## src/rtl/uart_rx.sv

```systemverilog
// uart_rx: 8N1 UART receiver that pairs with uart_tx.
// - rx is asynchronous to clk and passes through a 2-FF synchroniser.
// - Each bit is sampled near its centre.
// - Outputs are the received byte, a one-cycle valid strobe and a
//   one-cycle framing-error strobe.
// Optional build macro UART_RX_PARITY_EN switches the frame to 8E1 and
// drives the parity_err strobe. Without the macro, parity_err is tied to 0.
module uart_rx #(
    parameter int CLKS_PER_BIT = 8
) (
    input  logic       clk,
    input  logic       rst,        // asynchronous, active-low
    input  logic       rx,
    output logic [7:0] data_out,
    output logic       valid,
    output logic       busy,
    output logic       frame_err,
    output logic       parity_err
);

    localparam int CNT_W = $clog2(CLKS_PER_BIT);
    localparam logic [CNT_W-1:0] HALF_LAST = CNT_W'(CLKS_PER_BIT / 2 - 1);
    localparam logic [CNT_W-1:0] BIT_LAST  = CNT_W'(CLKS_PER_BIT - 1);
    localparam logic [CNT_W-1:0] CNT_ONE   = CNT_W'(1);

    typedef enum logic [2:0] {
        S_IDLE,
        S_START,
        S_DATA,
        S_PARITY,
        S_STOP,
        S_BREAK
    } state_e;

    logic       rx_meta_q, rx_s_q;
    state_e     state_q, state_d;
    logic [CNT_W-1:0] cnt_q, cnt_d;
    logic [2:0] idx_q, idx_d;
    logic [7:0] shift_q, shift_d;
    logic [7:0] data_q, data_d;
    logic       valid_q, valid_d;
    logic       ferr_q, ferr_d;
    logic       par_bad;

`ifdef UART_RX_PARITY_EN
    logic       par_q, par_d;
    logic       perr_q, perr_d;

    // Even parity: the parity bit must equal the XOR of the data bits.
    assign par_bad = par_q ^ (^shift_q);
`else
    assign par_bad = 1'b0;
`endif

    // Two-flop synchroniser on the asynchronous serial line.
    // Both flops reset to 1 so that reset looks like an idle line.
    always_ff @(posedge clk or negedge rst) begin
        if (!rst) begin
            rx_meta_q <= 1'b1;
            rx_s_q    <= 1'b1;
        end else begin
            // NOTE: non-blocking assignments give every flop the value from
            // before the edge. A blocking chain here would collapse the two
            // synchroniser stages into one.
            rx_meta_q <= rx;
            rx_s_q    <= rx_meta_q;
        end
    end

    // Receiver state, counters, shift register and registered outputs.
    always_ff @(posedge clk or negedge rst) begin
        if (!rst) begin
            state_q <= S_IDLE;
            cnt_q   <= '0;
            idx_q   <= '0;
            shift_q <= '0;
            data_q  <= '0;
            valid_q <= 1'b0;
            ferr_q  <= 1'b0;
`ifdef UART_RX_PARITY_EN
            par_q   <= 1'b0;
            perr_q  <= 1'b0;
`endif
        end else begin
            state_q <= state_d;
            cnt_q   <= cnt_d;
            idx_q   <= idx_d;
            shift_q <= shift_d;
            data_q  <= data_d;
            valid_q <= valid_d;
            ferr_q  <= ferr_d;
`ifdef UART_RX_PARITY_EN
            par_q   <= par_d;
            perr_q  <= perr_d;
`endif
        end
    end

    // Next-state logic: find the start edge, confirm it at half a bit,
    // then take one sample per bit period at the bit centre.
    always_comb begin
        // NOTE: every signal gets a default before the case statement, so
        // no path can leave one unassigned and infer a latch.
        state_d = state_q;
        cnt_d   = cnt_q;
        idx_d   = idx_q;
        shift_d = shift_q;
        data_d  = data_q;
        valid_d = 1'b0;
        ferr_d  = 1'b0;
`ifdef UART_RX_PARITY_EN
        par_d   = par_q;
        perr_d  = 1'b0;
`endif
        case (state_q)
            S_IDLE: begin
                if (!rx_s_q) begin
                    state_d = S_START;
                    cnt_d   = '0;
                end
            end
            S_START: begin
                if (cnt_q == HALF_LAST) begin
                    cnt_d   = '0;
                    idx_d   = '0;
                    // A line that is high again at mid-start was a glitch.
                    state_d = rx_s_q ? S_IDLE : S_DATA;
                end else begin
                    cnt_d = cnt_q + CNT_ONE;
                end
            end
            S_DATA: begin
                if (cnt_q == BIT_LAST) begin
                    cnt_d   = '0;
                    shift_d = {rx_s_q, shift_q[7:1]};
                    if (idx_q == 3'd7) begin
`ifdef UART_RX_PARITY_EN
                        state_d = S_PARITY;
`else
                        state_d = S_STOP;
`endif
                    end else begin
                        idx_d = idx_q + 3'd1;
                    end
                end else begin
                    cnt_d = cnt_q + CNT_ONE;
                end
            end
`ifdef UART_RX_PARITY_EN
            S_PARITY: begin
                if (cnt_q == BIT_LAST) begin
                    cnt_d   = '0;
                    par_d   = rx_s_q;
                    state_d = S_STOP;
                end else begin
                    cnt_d = cnt_q + CNT_ONE;
                end
            end
`endif
            S_STOP: begin
                if (cnt_q == BIT_LAST) begin
                    cnt_d = '0;
`ifdef UART_RX_PARITY_EN
                    perr_d = par_bad;
`endif
                    if (rx_s_q) begin
                        // Back in IDLE at stop centre, so a start edge half
                        // a bit later is still caught.
                        state_d = S_IDLE;
                        if (!par_bad) begin
                            data_d  = shift_q;
                            valid_d = 1'b1;
                        end
                    end else begin
                        ferr_d  = 1'b1;
                        state_d = S_BREAK;
                    end
                end else begin
                    cnt_d = cnt_q + CNT_ONE;
                end
            end
            S_BREAK: begin
                // A line held low reports one frame error and then waits here.
                if (rx_s_q) begin
                    state_d = S_IDLE;
                end
            end
            default: state_d = S_IDLE;
        endcase
    end

    assign data_out  = data_q;
    assign valid     = valid_q;
    assign frame_err = ferr_q;
    assign busy      = (state_q != S_IDLE) && (state_q != S_START);
`ifdef UART_RX_PARITY_EN
    assign parity_err = perr_q;
`else
    assign parity_err = 1'b0;
`endif

endmodule

```

## config.mk

```make
export PLATFORM = sky130hd
export DESIGN_NAME = uart_rx
export DESIGN_NICKNAME = d
export VERILOG_FILES = /design/src/rtl/uart_rx.sv
export SDC_FILE = /design/constraint.sdc
export NUM_CORES = 1
export LEC_CHECK = 0
export CAP_MARGIN = 20
export CORE_UTILIZATION = 50
export DETAILED_ROUTE_END_ITERATION = 10
export GPL_TIMING_DRIVEN = 1
export HOLD_SLACK_MARGIN = 0.05
export MAX_ROUTING_LAYER = met4
export PLACE_DENSITY = 0.72
export SETUP_SLACK_MARGIN = 0.15
export SLEW_MARGIN = 20
export SYNTH_ARGS = -nofsm -noshare
export SYNTH_HDL_FRONTEND = slang
export SYNTH_SLANG_ARGS = --single-unit
```

## constraint.sdc

```tcl
create_clock -name clk -period 3.1 [get_ports clk]
set_input_delay 0.62 -clock clk [delete_from_list [all_inputs] [get_ports clk]]
set_output_delay 0.62 -clock clk [all_outputs]
set_load 0.05 [all_outputs]
```

# After elaboration in Yosys (flattened, before gate mapping)
# Index checks and enable logic that the tools add are counted.
# Widths: inputs -> output; s select.
[word_totals]
regBits = 29
in_bits = 3
elab_cells = 60
[op_classes]
add_sub_neg = 2
eq_ne = 15
muxes = 23
reduce_logical = 11
[op_table]
columns = ["op", "count"]
rows = [
  ["$mux 3", 13],
  ["$pmux 3 s5", 1],
  ["$ne 2x2->1 const B", 7],
  ["$eq 3x3->1 const B", 4],
  ["$pmux 3 s3", 1],
  ["$add 3x1->3 const B", 2],
  ["$eq 3x2->1 const B", 2],
  ["$mux 1", 6],
  ["$pmux 3 s2", 1],
  ["$reduce_and 6->1", 1],
  ["$reduce_bool 3->1", 2],
  ["$reduce_and 2->1", 2],
  ["$reduce_and 4->1", 1],
  ["$eq 3x1->1 const B", 1],
  ["$logic_not 3->1", 1],
  ["$ne 3x1->1 const B", 1],
  ["$reduce_and 3->1", 1],
  ["$mux 2", 1],
  ["$reduce_bool 2->1", 1],
  ["$reduce_or 2->1", 1],
  ["$logic_and 1x1->1", 1],
]

# Logic depth before layout (Yosys ltp)
[logic_depth]
word_depth = 4
depth_mapped = 6
mapped_depth_nobuf = 6

# Worst setup path after synthesis
# No wires, ideal clock.
[synth_timing]
kind = "reg-to-reg"
start = "reg cnt_q[0]"
end = "reg shift_q[0]"
arrival_time_ns = 1.473
slack_ns = 1.502
path_stages_with_launch = 7
path_buffers = 2
period_less_slack_ns = 1.598
cell_sequence = "dfrtp_1 -> ha_1 -> and2_1 -> buf_6 -> and2_1 -> buf_6 -> mux2_4"
[synth_via]
elab_chain_len = 2
[synth_rtl]
columns = ["item", "line", "rtl"]
rows = [
  ["from (decl)", "37", "logic [CNT_W-1:0] cnt_q, cnt_d;"],
  ["from (signal assigned)", "86", "cnt_q <= cnt_d;"],
  ["$eq 3x3->1", "133", "if (cnt_q == BIT_LAST) begin"],
  ["$reduce_and 2->1 (no source line)", "n/a", ""],
  ["to (signal assigned)", "88", "shift_q <= shift_d;"],
  ["to (decl)", "39", "logic [7:0] shift_q, shift_d;"],
]
# No other way between the ends.
# A chain may end at the register's enable or synchronous reset.

# Worst setup path in the final report
[layout_timing]
start = "reg state_q[2]"
end = "out busy"
[layout_via]
elab_chain_len = 2
word_cells_on_any_way = 3
cone_classes = "eq/ne (1); reduce/logical (2)"
[layout_rtl]
columns = ["item", "line", "rtl"]
rows = [
  ["from (decl)", "36", "state_e state_q, state_d;"],
  ["from (signal assigned)", "85", "state_q <= state_d;"],
  ["$ne 3x1->1 or $reduce_bool 3->1 (tied branches)", "195", "assign busy = (state_q != S_IDLE) && (state_q != S_START);"],
  ["$logic_and 1x1->1 (*)", "195", ""],
  ["to (decl)", "16", "output logic busy,"],
]
# Every way passes the cells marked *; elsewhere a longest branch is shown, timed or not.

==> impl_metrics.csv <==
group,metric,value,unit
floorplan,die_w,54.8,µm
cts,cts_resized,0,
cts,clk_pin_slew,0.09,ns
worst_setup_path,crit_fanout,15,
cells_and_area,synthToLayoutAreaGrowth,14.0,%
floorplan,dieArea,0.00300,mm²
cts,insertion_delay,0.32,ns
floorplan,ios,15,
worst_setup_path,crit_buf_inv,2,
cts,clk_path_buf_depth,2,
worst_setup_path,cp-end-kind,"output port",
drt,vias_per_cell,5.44,
logic_synthesis,syn_nets,116,
place,io_buffers,13,
worst_setup_path,crit_chain,"nor2_1 > inv_1 > clkdlybuf4s50_1",
global_routing,grt_pass1_vias,796,
timing,timing.fmax,387,MHz
cts,cts_max_level,2,
logic_synthesis,synth_area,0.00139,mm²
worst_setup_path,critPathTopFamily,"buffers and inverters",
global_routing,grt_usage,19.1,%
logic_synthesis,ys_warn_count,0,
hold_path,min_path_type,"reg2reg",
worst_setup_path,critPathLaunchType,"flop",
cells_and_area,fill_cells,201,
cts,cts_setup_buffers,0,
place,pre_cts_slack,0.879,ns
power_and_ir_drop,p_leak,0.776,nW
drt,ant_nets,0,
status,status,"finished clean",
logic_synthesis,syn_inst,108,
worst_setup_path,path_class,"reg2out",
timing,hold_viol_final,0,
floorplan,core,0.00254,mm²
drt,route.vias.total,837,
power_and_ir_drop,p_per_area,568,mW/mm²
power_and_ir_drop,peakVddDrop,0.379,mV
worst_setup_path,cpPeakStageDelay,0.79,ns
global_routing,grt_max_degree,30,
logic_synthesis,synthTopCellsByArea,"dfrtp_1 49%, mux2_4 9.7%, mux2_2 6.5%, ha_1 4.5%, dfstp_2 3.8%",
logic_synthesis,synth_cell_type_count,34,
timing,tns,0,ns
cells_and_area,antenna_cells,0,
job,drv_cap,0,
power_and_ir_drop,total_power,0.902,mW
place,gp_congestion,0.839,
cts,clock-sinks,29,
cells_and_area,final_nets,131,
logic_synthesis,syn_area_per_cell,12.9,µm²
global_routing,grt_pass1_wl,3.66,mm
floorplan,initial_core_util,54.7,%
place,hpwlAfterDp,1.55,mm
drt,finalWirelength,2.31,mm
timing,maxSlewHeadroom,61.0,%
floorplan,die_h,54.8,µm
drt,drtPass1Iterations,6,
timing,fin_crit,2.58,ns
global_routing,antenna_found_initial,0,
timing,postLayoutSetupSlackWorst,0.517,ns
place,post_dp_cell_area,0.00152,mm²
worst_setup_path,arrival,1.96,ns
cts,root_buffer,"clkbuf_4",
drt,drtIter0Drc,16,
global_routing,grt_overflow,0,
logic_synthesis,synth_top_area_share,48.5,%
drt,drt-wirelength-per-cell,15.0,µm
logic_synthesis,yosysTopAreaCell,"dfrtp_1",
drt,drc,0,
worst_setup_path,slowest_stage,"clkdlybuf4s50_1",
timing,final-max-slew-violation-count,0,
cells_and_area,final_layout_size_suffix_gt1_share,25.8,%
timing,grt_setup_unrepaired,"no",
cts,cts_hold_buf,0,
timing,tightest_slew,0.584,ns
logic_synthesis,ys_seq_elements,29,
floorplan,rows,18,
cts,cts_buffers,5,
worst_setup_path,required,2.48,ns
timing,fin_skew,0.00397,ns
timing,setup_viol,0,
timing,finalCritPeriodShare,83.3,%
cells_and_area,finish.instance_area,0.00159,mm²
logic_synthesis,seq_area_frac_synth,52.3,%
cts,cts_tree,"done",
cells_and_area,fin_util,62.4,%
## placed cells by master, fill, tap and decap left out, types with 3 or more instances in the layout
cell	netlist	final
nand2_1	7	7
mux2_2	8	8
inv_1	6	6
clkdlybuf4s50_1	0	13
clkbuf_4	0	5
dfrtp_1	27	27
nand3_1	3	3
mux2_4	9	9
nor2_1	4	4
ha_1	5	5
nor3b_1	3	3
## stage by stage
step / hold slack (ns) / cells
floorplan: 0.324 / 108
global placement: 0.347 / 146
detailed placement: 0.353 / 146
finish: 0.364 / 154
CTS: 0.366 / 154
global route: 0.369 / 154
## flip-flops by register name, summed over array words and instances, names as in the netlist
| signal | flops |
|---|---|
| data_out | 8 |
| shift_q | 8 |
| cnt_q | 3 |
| idx_q | 3 |
| state_q | 3 |
| frame_err | 1 |
| rx_meta_q | 1 |
| rx_s_q | 1 |
| valid | 1 |
## layout make-up
class / count / area [µm²] / share of cell area, %
flip-flops and latches: 29 / 728 / 45.9
multi-input cells: 67 / 592 / 37.3
repair buffers: 14 / 138 / 8.67
clock buffers: 7 / 65.1 / 4.10
well taps: 30 / 37.5 / 2.36
inverters: 6 / 22.5 / 1.42
clock inverters: 1 / 5.00 / 0.315
## synthesized netlist by cell type
cell       count
mux2i_1        2
nand2b_1       2
o31ai_1        1
a22o_1         1
dfstp_2        2
ha_1           5
nor2b_1        2
mux2_4         9
conb_1         1
buf_4          3
buf_2          1
o21ai_0        2
nand2b_4       1
buf_6          2
o211ai_1       1
nor2_1         4
o21ai_2        1
nand4_4        1
nor3_1         2
a32o_1         2
dfrtp_1       27
mux2_2         8
a2111oi_0      1
nor2_2         1
a31oi_1        1
or4b_1         1
a221oi_1       1
or3_1          1
nand3_1        3
and4b_1        1
inv_1          6
nand2_1        7
nor3b_1        3
and2_1         2
## power by group
group,internal [mW],switching [mW]
registers,0.407,0.0466
clock network,0.131,0.131
logic,0.0858,0.101
## kinds of logic after synthesis
kind of cell,Yosys count,share of synthesized area [%]
mux,19,17.6
buf+inv,12,5.21
other cells,1,0.269
compound gates,11,6.20
flops,29,52.3
simple gates,31,13.9
fa+ha+maj,5,4.49
## routing by layer
metal	global-route usage, %	share of wire [%]	up-vias
met4	10.3	0.61	0
met1	24.4	50	411
met5	-	0	-
met2	24.9	45	20
met3	8.33	3.9	2
li1	-	-	404
## path summary, 6_finish.rpt
| kind | startpoint | to | slack (ns) | cells past startpoint |
|---|---|---|---|---|
| setup / recovery | state_q[2]$_DFFE_PN0P_ | busy | 0.52 | 3 |
| hold / removal | rx_meta_q$_DFF_PN1_ | rx_s_q$_DFF_PN1_ | 0.36 | 0 |
| setup reg to reg | cnt_q[0]$_DFFE_PN0P_ | shift_q[0]$_DFFE_PN0P_ | 1.10 | 4 |
| hold reg to reg | rx_meta_q$_DFF_PN1_ | rx_s_q$_DFF_PN1_ | 0.36 | 0 |
| max in group asynchronous | rst | rx_meta_q$_DFF_PN1_ | 2.13 | 2 |
| min in group asynchronous | rst | cnt_q[2]$_DFFE_PN0P_ | 0.66 | 2 |
Note: power is estimated with default switching activity, not from simulation.
==> RTL change 1: new RTL, config.mk and constraints unchanged <==
Re-encode `state_e` (6 states) as one-hot, 6 bits wide.
--- a/src/rtl/uart_rx.sv
+++ b/src/rtl/uart_rx.sv
@@ -23,13 +23,13 @@
     localparam logic [CNT_W-1:0] BIT_LAST  = CNT_W'(CLKS_PER_BIT - 1);
     localparam logic [CNT_W-1:0] CNT_ONE   = CNT_W'(1);
 
-    typedef enum logic [2:0] {
-        S_IDLE,
-        S_START,
-        S_DATA,
-        S_PARITY,
-        S_STOP,
-        S_BREAK
+    typedef enum logic [5:0] {
+        S_IDLE   = 6'b000001,
+        S_START  = 6'b000010,
+        S_DATA   = 6'b000100,
+        S_PARITY = 6'b001000,
+        S_STOP   = 6'b010000,
+        S_BREAK  = 6'b100000
     } state_e;
 
     logic       rx_meta_q, rx_s_q;
Formal check against the unedited RTL: no difference found for any inputs over 10 cycles, from zero or initial values and one cycle with rst low; not proved beyond that.
==> RTL change 1 against the unedited design <==
  * The flow now finishes with violations (design-rule violations)
  * Worst setup slack got worse by 120 ps
  * Design area rose by 7.4%
  * Global-route usage rose by 0.71 points
  * Synthesized area rose by 8.9%
  * Count of clock-buffer cells in the layout did not move
  * Wire length rose by 11%
  * Sequential cell count rose by 2
  * Core utilization fell by 1.6 points
Power is not compared: it rests on default switching activity, and its combinational part moved more than twofold at a synthesized area within 25%.
==> RTL change 1: results (changes against the unedited design) <==
Status
  • Status: complete, but fails checks (was completed)
  • Failing checks: design-rule violations

Clock network
  • Post-cts gate resize count: 0 (unchanged)

Global routing
  • Met1 Usage GRT: 24.8% (was 24.4%)
  • Pin count of the biggest net entering global routing: 32 (was 30)
  • M2 GR Usage: 29.2% (was 24.9%)
  • Total GRT Usage: 19.8% (was 19.1%)
  • Met3 Use GR: 6.80% (was 8.33%)
  • Global-route wire length before repair: 4600 um (was 3660 um)

Synthesis
  • Distinct cell type count of the synthesized netlist: 41 (was 34)
  • Syn_area_per_cell: 12.1 sq um (was 12.9 sq um)
  • Syn_nets: 134 (was 116)
  • Mux cell area share after synthesis: 14.9% (was 17.6%)
  • Top cells by area, synth: dfrtp_1 46%, mux2_2 12%, dfstp_2 5.2% (was dfrtp_1 49%, mux2_4 9.7%, mux2_2 6.5%)
  • Commonest cells post-synth: 28 x dfrtp_1, 16 x mux2_2, 9 x inv_1 (was 27 x dfrtp_1, 9 x mux2_4, 8 x mux2_2)
  • Sequential area share after synthesis: 51.4% (was 52.3%)
  • Post-synthesis adder-cell area fraction: 4.95% (was 4.49%)
  • Synth Area in Compound Gates: 9.65% (was 6.20%)

Critical path
  • Critical Path AT: 2090 ps (was 1960 ps)
  • Worst Path Max Fanout: 10 (was 15)

Layout
  • Post-route insts no fill: 172 (was 154)
  • Layout cells sized above 1: 24.1% (was 25.8%)
  • Post-layout net count: 149 (was 131)
  • Fill cells: 233 (was 201)

Route
  • Drt first pass iters: 8 (was 6)
  • Vias: 961 (was 837)
  • DRT Wirelength: 2560 um (was 2310 um)
  • Met2 Wirelength: 1150 um (was 1040 um)
  • Post-route DRC: 8 (was 0)
  • WL met3: 171 um (was 89 um)
  • Starting DRT DRC Count: 30 (was 16)

Placed design
  • Worst slack at placement: 674 ps (was 879 ps)
  • Cell area after placement: 1650 sq um (was 1520 sq um)
  • GPL Wtd Cong: 0.906 (was 0.839)
  • Post-DP HPWL: 1810 um (was 1550 um)
  • Dpl cells: 164 (was 146)

STA
  • Slew margin rel.: 66.7% (was 61.0%)

Power and ir drop
  • Peak supply drop: 0.327 mV
RTL change 1: cell type report:
class | instances | area, sq um | share of cell area [%]
sequential | 31 | 779 | 45.7
inverter | 9 | 33.8 | 1.98
multi-input combinational | 79 | 666 | 39.0
tap | 31 | 38.8 | 2.27
clock inverter | 1 | 5.00 | 0.293
timing repair buffer | 14 | 138 | 8.07
clock buffer | 7 | 45.0 | 2.64
RTL change 1: path summary, 6_finish.rpt:
kind	start	to	slack, ps	depth (start not counted)
max	state_q[0]$_DFFE_PN1P_	busy	390	3
min	rx_meta_q$_DFF_PN1_	rx_s_q$_DFF_PN1_	360	0
max reg2reg	cnt_q[0]$_DFFE_PN0P_	data_out[3]$_DFFE_PN0P_	1290	4
min reg2reg	rx_meta_q$_DFF_PN1_	rx_s_q$_DFF_PN1_	360	0
max in group asynchronous	rst	state_q[0]$_DFFE_PN1P_	2110	2
min in group asynchronous	rst	data_out[0]$_DFFE_PN0P_	670	2
==> RTL change 2: new RTL, same flow settings <==
Made on the original files. The option `UART_RX_PARITY_EN` is turned on by a define.
--- a/src/rtl/uart_rx.sv
+++ b/src/rtl/uart_rx.sv
@@ -5,6 +5,8 @@
 //   one-cycle framing-error strobe.
 // Optional build macro UART_RX_PARITY_EN switches the frame to 8E1 and
 // drives the parity_err strobe. Without the macro, parity_err is tied to 0.
+`define UART_RX_PARITY_EN
+
 module uart_rx #(
     parameter int CLKS_PER_BIT = 8
 ) (
Formal check against the unedited RTL: same outputs for any inputs over 10 cycles, from zero or initial values and one cycle with rst low; that may be too few to reach the edited logic, so the function may still have changed.
==> RTL change 2 against the unedited design <==
  * The flow now finishes with violations (design-rule violations)
  * Synthesized area up 9.5%
  * Synthesized cell count grew 13%
  * First-iteration DRC count increased to 2.5 times the old value
  * Non-clock buffer count grew 1
  * Sequential cell count grew 2
  * Wire length increased by 11%
  * Design area grew 10%
  * Worst setup slack gained 51 ps
  * Critical path type unchanged
Power is not compared: it rests on default switching activity, and its combinational part moved more than twofold at a synthesized area within 25%.
==> RTL change 2: results (changes against the unedited design) <==
Status
  • Status: complete, but fails checks (was completed)
  • Failing checks: design-rule violations

Placed design
  • GPL Wtd Cong: 0.833 (was 0.839)
  • Dpl cells: 163 (was 146)
  • I/O Buffers: 14 (was 13)
  • Cell area after placement: 1690 sq um (was 1520 sq um)

Route
  • Drt first pass iters: 9 (was 6)
  • Starting DRT DRC Count: 40 (was 16)
  • Met2 Wirelength: 1240 um (was 1040 um)
  • Post-route DRC: 1 (was 0)
  • DRT Wirelength: 2550 um (was 2310 um)
  • Routed vias/inst: 5.59 (was 5.44)
  • M1 WL: 1140 um (was 1160 um)

Global routing
  • Total GRT Usage: 19.9% (was 19.1%)
  • Pin count of the biggest net entering global routing: 32 (was 30)
  • Global-route wire length before repair: 4620 um (was 3660 um)
  • M2 GR Usage: 27.9% (was 24.9%)
  • Met3 Use GR: 7.71% (was 8.33%)
  • Met1 Usage GRT: 26.2% (was 24.4%)

Synthesis
  • Commonest cells post-synth: 29 x dfrtp_1, 18 x mux2_2, 7 x ha_1, 7 x inv_1, 5 x nor2_1 (was 27 x dfrtp_1, 9 x mux2_4, 8 x mux2_2)
  • Distinct cell type count of the synthesized netlist: 31 (was 34)
  • Syn_area_per_cell: 12.5 sq um (was 12.9 sq um)
  • Syn_nets: 132 (was 116)
  • Sequential area share after synthesis: 51.0% (was 52.3%)
  • Top cells by area, synth: dfrtp_1 48%, mux2_2 13%, ha_1 5.7% (was dfrtp_1 49%, mux2_4 9.7%, mux2_2 6.5%)

STA
  • Slew @ Worst Pin: 673 ps (was 584 ps)
  • Fmax achieved: 0.395 GHz (was 0.387 GHz)
  • Fin Clk Skew: 12.6 ps (was 3.97 ps)
  • Hold_ws: 358 ps (was 364 ps)

Layout
  • Layout cells sized above 1: 24.3% (was 25.8%)
  • Post-layout net count: 149 (was 131)
  • Post-route insts no fill: 171 (was 154)

Critical path
  • Critical Path AT: 1910 ps (was 1960 ps)
  • Start point of the critical path: state_q[1]$_DFFE_PN0P_ (was state_q[2]$_DFFE_PN0P_)
  • Worst-case reg-to-reg path depth: 6 (was 4)

Power and ir drop
  • Overall power: 1.18 mW
==> RTL change 2: cell count changes after synthesis, moves of 3 or more <==
cell,before,now
a21oi_1,0,4
buf_4,3,0
clkbuf_1,0,4
mux2_2,8,18
mux2_4,9,0
nand2_1,7,3
o22ai_1,0,3
xnor2_1,0,3
==> RTL change 2: kinds of logic after synthesis <==
group                    synth area share (%)
AO/OA/AOI/OAI                            5.00
XOR/XNOR                                 5.41
adder cells (fa/ha/maj)                  5.74
buffers and inverters                    3.03
flip-flops                               51.0
multiplexers                             18.2
AND/OR/NAND/NOR                          11.6
==> RTL change 2: cell type report <==
cell class / instances / area [sq um] / share of cell area [%]
clock inverters: 1 / 5.00 / 0.286
repair buffers: 15 / 148 / 8.43
flip-flops and latches: 31 / 778 / 44.4
well taps: 31 / 38.8 / 2.21
inverters: 7 / 26.3 / 1.50
clock buffers: 7 / 55.1 / 3.14
multi-input cells: 79 / 701 / 40.0
